===== config.mk =====
export PLATFORM = sky130hd
export DESIGN_NAME = expr_string_gen
export DESIGN_NICKNAME = d
export VERILOG_FILES = /design/src/rtl/expr_string_gen.sv
export SDC_FILE = /design/constraint.sdc
export NUM_CORES = 1
export LEC_CHECK = 0
export ABC_AREA = 1
export BUFFER_PORTS_ARGS = -buffer_cell sky130_fd_sc_hd__buf_2
export CAP_MARGIN = 20
export CELL_PAD_IN_SITES_DETAIL_PLACEMENT = 1
export CELL_PAD_IN_SITES_GLOBAL_PLACEMENT = 2
export CORE_ASPECT_RATIO = 0.7
export CORE_MARGIN = 8
export CORE_UTILIZATION = 34
export CTS_CLUSTER_DIAMETER = 200
export DETAILED_ROUTE_END_ITERATION = 12
export HOLD_SLACK_MARGIN = 0.08
export PLACE_DENSITY = 0.93
export SYNTH_ARGS = -nofsm -noshare
export SYNTH_HDL_FRONTEND = slang
export SYNTH_SLANG_ARGS = --single-unit

===== constraint.sdc =====
create_clock -name clk -period 7.9 [get_ports clk]
set_input_delay 0.395 -clock clk [delete_from_list [all_inputs] [get_ports clk]]
set_output_delay 0.395 -clock clk [all_outputs]
set_load 0.03 [all_outputs]

===== src/rtl/expr_string_gen.sv =====
// rtl/expr_string_gen.sv - random legal expression source ('0'-'9', '+', '*', parens), one char per beat
// Optional ERR_INJECT_EN: adds err_pos input; the char at that index is replaced by '?'.
module expr_string_gen #(
    parameter int LEN_MAX   = 32,
    parameter int DEPTH_MAX = 4
) (
    input  logic                         clk,
    input  logic                         clr,
    input  logic                         start,
    input  logic [15:0]                  seed,
`ifdef ERR_INJECT_EN
    input  logic [$clog2(LEN_MAX+1)-1:0] err_pos,
`endif
    output logic [7:0]                   out_data,
    output logic                         out_valid,
    input  logic                         out_ready,
    output logic                         out_last,
    output logic                         busy,
    output logic                         done
);

    localparam int CW = $clog2(LEN_MAX+1);
    localparam int DW = $clog2(DEPTH_MAX+2);

    localparam logic [7:0] CH_LP   = 8'h28;
    localparam logic [7:0] CH_RP   = 8'h29;
    localparam logic [7:0] CH_MUL  = 8'h2A;
    localparam logic [7:0] CH_ADD  = 8'h2B;
    localparam logic [7:0] CH_ZERO = 8'h30;

    typedef enum logic [1:0] {IDLE, RUN, FIN} state_t;

    state_t          state_q, state_d;
    logic [15:0]     lfsr_q, lfsr_d;
    logic [CW-1:0]   cnt_q, cnt_d;
    logic [DW-1:0]   depth_q, depth_d;
    logic [7:0]      char_q, char_d;

    logic [15:0]     seed_eff, lfsr_adv;
    logic [7:0]      pick_bits;
    logic [DW-1:0]   pick_depth, new_depth;
    logic [31:0]     pick_r;
    logic            pick_operand, pick_end, op_ok, cur_term;
    logic [7:0]      new_char;
    logic [3:0]      dig_v, dig;

    function automatic logic [15:0] lfsr_step(input logic [15:0] l);
        return {l[14:0], l[15] ^ l[13] ^ l[12] ^ l[10]};
    endfunction

    assign seed_eff = (seed == 16'h0000) ? 16'hACE1 : seed;
    assign lfsr_adv = lfsr_step(lfsr_q);
    assign cur_term = (char_q != CH_LP) && (char_q != CH_ADD) && (char_q != CH_MUL);

    // The chooser sees post-beat values while running, or the fresh seed at start accept.
    always_comb begin
        if (state_q == RUN) begin
            pick_bits    = lfsr_adv[7:0];
            pick_depth   = depth_q;
            pick_r       = 32'(LEN_MAX) - 32'(cnt_q) - 32'd1;
            pick_operand = !cur_term;
        end else begin
            pick_bits    = seed_eff[7:0];
            pick_depth   = '0;
            pick_r       = 32'(LEN_MAX);
            pick_operand = 1'b1;
        end
    end

    always_comb begin
        new_char  = 8'h00;
        new_depth = pick_depth;
        pick_end  = 1'b0;
        op_ok     = pick_r >= (32'(pick_depth) + 32'd3);
        dig_v     = pick_bits[7:4];
        dig       = (dig_v >= 4'd10) ? (dig_v - 4'd10) : dig_v;
        if (pick_operand) begin
            if (pick_bits[1:0] == 2'b11 && 32'(pick_depth) < 32'(DEPTH_MAX) && op_ok) begin
                new_char  = CH_LP;
                new_depth = pick_depth + DW'(1);
            end else begin
                new_char = CH_ZERO + {4'h0, dig};
            end
        end else if (pick_bits[2:0] < 3'd3 && op_ok) begin
            new_char = pick_bits[3] ? CH_MUL : CH_ADD;
        end else if (pick_depth != '0) begin
            new_char  = CH_RP;
            new_depth = pick_depth - DW'(1);
        end else begin
            pick_end = 1'b1;
        end
    end

    always_comb begin
        state_d = state_q;
        lfsr_d  = lfsr_q;
        cnt_d   = cnt_q;
        depth_d = depth_q;
        char_d  = char_q;
        case (state_q)
            IDLE: begin
                if (start) begin
                    state_d = RUN;
                    lfsr_d  = seed_eff;
                    cnt_d   = '0;
                    depth_d = new_depth;
                    char_d  = new_char;
                end
            end
            RUN: begin
                if (out_ready) begin
                    lfsr_d = lfsr_adv;
                    cnt_d  = cnt_q + CW'(1);
                    if (pick_end) begin
                        state_d = FIN;
                    end else begin
                        char_d  = new_char;
                        depth_d = new_depth;
                    end
                end
            end
            FIN:     state_d = IDLE;
            default: state_d = IDLE;
        endcase
    end

    always_ff @(posedge clk or posedge clr) begin
        if (clr) begin
            state_q <= IDLE;
            lfsr_q  <= 16'hACE1;
            cnt_q   <= '0;
            depth_q <= '0;
            char_q  <= 8'h00;
        end else begin
            state_q <= state_d;
            lfsr_q  <= lfsr_d;
            cnt_q   <= cnt_d;
            depth_q <= depth_d;
            char_q  <= char_d;
        end
    end

    assign out_valid = (state_q == RUN);
    assign out_last  = (state_q == RUN) && pick_end;
    assign busy      = (state_q != IDLE);
    assign done      = (state_q == FIN);

`ifdef ERR_INJECT_EN
    // Only the visible char is corrupted; grammar tracking uses char_q untouched.
    assign out_data = (state_q != RUN) ? 8'h00 : ((cnt_q == err_pos) ? 8'h3F : char_q);
`else
    assign out_data = (state_q == RUN) ? char_q : 8'h00;
`endif

endmodule


==> results.sh <==
export IMPL_rsz0062_at_grt="false"
export IMPL_clock_latency_ps=280
export IMPL_layout_common_cells="nand2_1, inv_1, nor2_1, buf_2, dfrtp_1"
export IMPL_track_usage_pct=14.2
export IMPL_fin_cells=473
export IMPL_antenna_found_initial=0
export IMPL_cts_max_level=2
export IMPL_drt_total_wl_microns=6500
export IMPL_area_growth_pct=14.2
export IMPL_synth_edf_count=0
export IMPL_place_area_sq_um=2610
export IMPL_antenna_left=0
export IMPL_drtPass1Iterations=4
export IMPL_async_flop_share_pct=100
export IMPL_syn_inst=349
export IMPL_grt_pass1_wl_microns=11500
export IMPL_cp_required_ps=7510
export IMPL_setup_slack_ps=4360
export IMPL_final_area_sq_um=2730
export IMPL_clk_pin_slew_worst_paths_ps=70
export IMPL_status="completed"
export IMPL_hold_buffers=0
export IMPL_clkPwrFrac_pct=12.9
export IMPL_arrival_ps=3150
export IMPL_hpwl_microns=5080
export IMPL_grt_max_degree=34
export IMPL_syn_area_sq_um=2390
export IMPL_vias=2229
export IMPL_drt_wirelength_per_cell_microns=13.7
export IMPL_finish_utilization_pct=40.2
export IMPL_timing_hold_ws_ps=199
export IMPL_crit_path_end_kind="primary output"
export IMPL_max_freq_ghz=0.282
export IMPL_fin_nets=410
export IMPL_cts_sinks=33
export IMPL_critPathLaunchType="register"
export IMPL_gp_congestion=0.870
export IMPL_p_per_area_nw_per_um2=481
export IMPL_clockRootBuffer="clkbuf_8"
export IMPL_ioPinCount=32
export IMPL_period_minus_slack_ps=3540
export IMPL_cts_tree="done"
export IMPL_hold_path_class="primary input to asynchronous set/reset pin"
export IMPL_crit_type="register to primary output"
export IMPL_ir_worst_vdd_v=0.000173
export IMPL_netlist_area_leader_share_pct=26.2
export IMPL_ys_flop_type="dfrtp_1"
export IMPL_setup_tns_ps=0
export IMPL_setup_viol=0
export IMPL_drcViolationCount=0
export IMPL_synth_seq_cells=33
export IMPL_drv_slew=0
export IMPL_worst_pin_slew_ps=733
export IMPL_rows=25
export IMPL_grt_pass1_vias=2411
export IMPL_dp_slack_ps=4630
export IMPL_cts_max_path_buffers=2
export IMPL_cts_buffers=5
export IMPL_finalCritPeriodShare_pct=44.9
export IMPL_seqPwrFrac_pct=23.4
export IMPL_switchingPower_mw=0.686
export IMPL_r2r_setup_slack_ps=4860
export IMPL_dieArea_sq_um=10000
export IMPL_dp_cells=465
export IMPL_placeableCoreArea_sq_um=6790
export IMPL_p_leak_nw=1.45
export IMPL_finalHoldViolations=0
export IMPL_rr_endpoint="state_q[0]"
export IMPL_post_cts_buffers=0
export IMPL_r2r_cells=18
export IMPL_power_frac_comb_pct=63.7
export IMPL_drive_gt1_share_pct=16.6
export IMPL_worst_clock_skew_ps=3.47
export IMPL_numPortBuffers=29
export IMPL_post_cts_resized=0
export IMPL_ys_types=38
export IMPL_path_max_fanout=18
export IMPL_mostFrequentLayoutCell="nand2_1"
export IMPL_initialDrtViolationCount=97
export IMPL_gr_total_overflow=0
export IMPL_syn_avg_cell_area_sq_um=6.85
export IMPL_p_sw_share_pct=52.2
export IMPL_viasPerCell=4.71
export IMPL_slew_headroom_pct=51.1
export IMPL_yosysSeqAreaShare_pct=35.0
export IMPL_yosys_warnings=0
export IMPL_worstReg2RegStart="state_q[0]"
export IMPL_die_h_microns=86.1
export IMPL_synth_area_leaders="dfrtp_1, nand2_1, dfstp_2"
export IMPL_initial_core_util_pct=35.2
export IMPL_die_w_microns=116
export IMPL_antennaDiodeCount=0
export IMPL_p_int_mw=0.627
export IMPL_synth_area_leader_cell="dfrtp_1"
export IMPL_maxCapViolCount=0
export IMPL_p_total_mw=1.31
[critical path, cell delays in order (launching register included)]
cell     delay, ps
dfrtp_1        460
inv_2           70
nor2_4         350
nand2_1        240
ha_1           260
inv_1           60
ha_1           220
inv_1           60
ha_1           220
nand2_1         70
nand2_1         40
nand2_1         60
nand2_2         60
nor2_4         100
nand3_4        130
nand2_4        120
nand3_4         90
inv_1           70
buf_2          190
[synthesized netlist by cell type (2+ instances only)]
cell type and n:
nand3_4 2, o21ai_0 20, nand2_1 100, o21ai_1 6
dfrtp_1 25, buf_2 4, buf_4 2, nor2_4 3
nand3b_1 2, nor2_1 39, inv_2 3, inv_1 51
nand4_1 4, nor3_1 7, nand2_2 2, clkbuf_1 2
xor2_1 2, nand3_1 17, dfstp_2 8, a21oi_1 20
ha_1 12, nand2_4 2
[sequential cells by signal (all words and copies together), names as in the netlist]
name     count
depth_q      3
lfsr_q      16
char_q       6
state_q      2
cnt_q        6
[cell type report]
cell class | count | area, sq um
multi-input cells | 252 | 1290
inverters | 55 | 206
fillers | 908 | 4060
clock inverters | 1 | 30.0
well taps | 94 | 118
clock buffers | 7 | 86.3
flip-flops and latches | 33 | 836
repair buffers | 31 | 160
[metal layers]
metal / routed length (microns) / share of wire, % / track usage (%) / vias up
met5: 0 / 0 / 0 / -
met4: 14 / 0.22 / 2.46 / 0
met3: 252 / 3.9 / 3.51 / 2
met2: 2890 / 45 / 22.9 / 29
met1: 3340 / 51 / 18.7 / 1051
li1: - / - / - / 1147
[how the worst max path moves through the flow]
stage	startpoint	endpoint	slack, ps	cells after the start
after floorplan	state_q[0]	out_last	4980	18
after global placement	state_q[0]	out_last	4780	18
after detailed placement	state_q[0]	out_last	4630	18
after CTS	state_q[0]	out_last	4320	18
after global routing	state_q[0]	out_last	3990	18
final	state_q[0]	out_last	4360	18
[kinds of logic after synthesis]
group                    count (synthesis)  share of synthesized area, %
XOR/XNOR                                 3                          1.10
adder cells (fa/ha/maj)                 12                          6.28
AO/OA/AOI/OAI                           52                          12.1
flip-flops                              33                          35.0
other                                    1                         0.157
AND/OR/NAND/NOR                        183                          34.3
buffers and inverters                   65                          11.0
[power by group through the flow]
stage               Sequential, mW  Clock [mW]  Combinational (mW)
detailed placement           0.309           0               0.849
CTS                          0.308       0.172               0.852
global placement             0.306           0               0.822
floorplan                    0.293           0               0.672
global route                 0.318       0.179               0.968
finish                       0.308       0.169               0.836
Power figures use the tool's default switching activity.
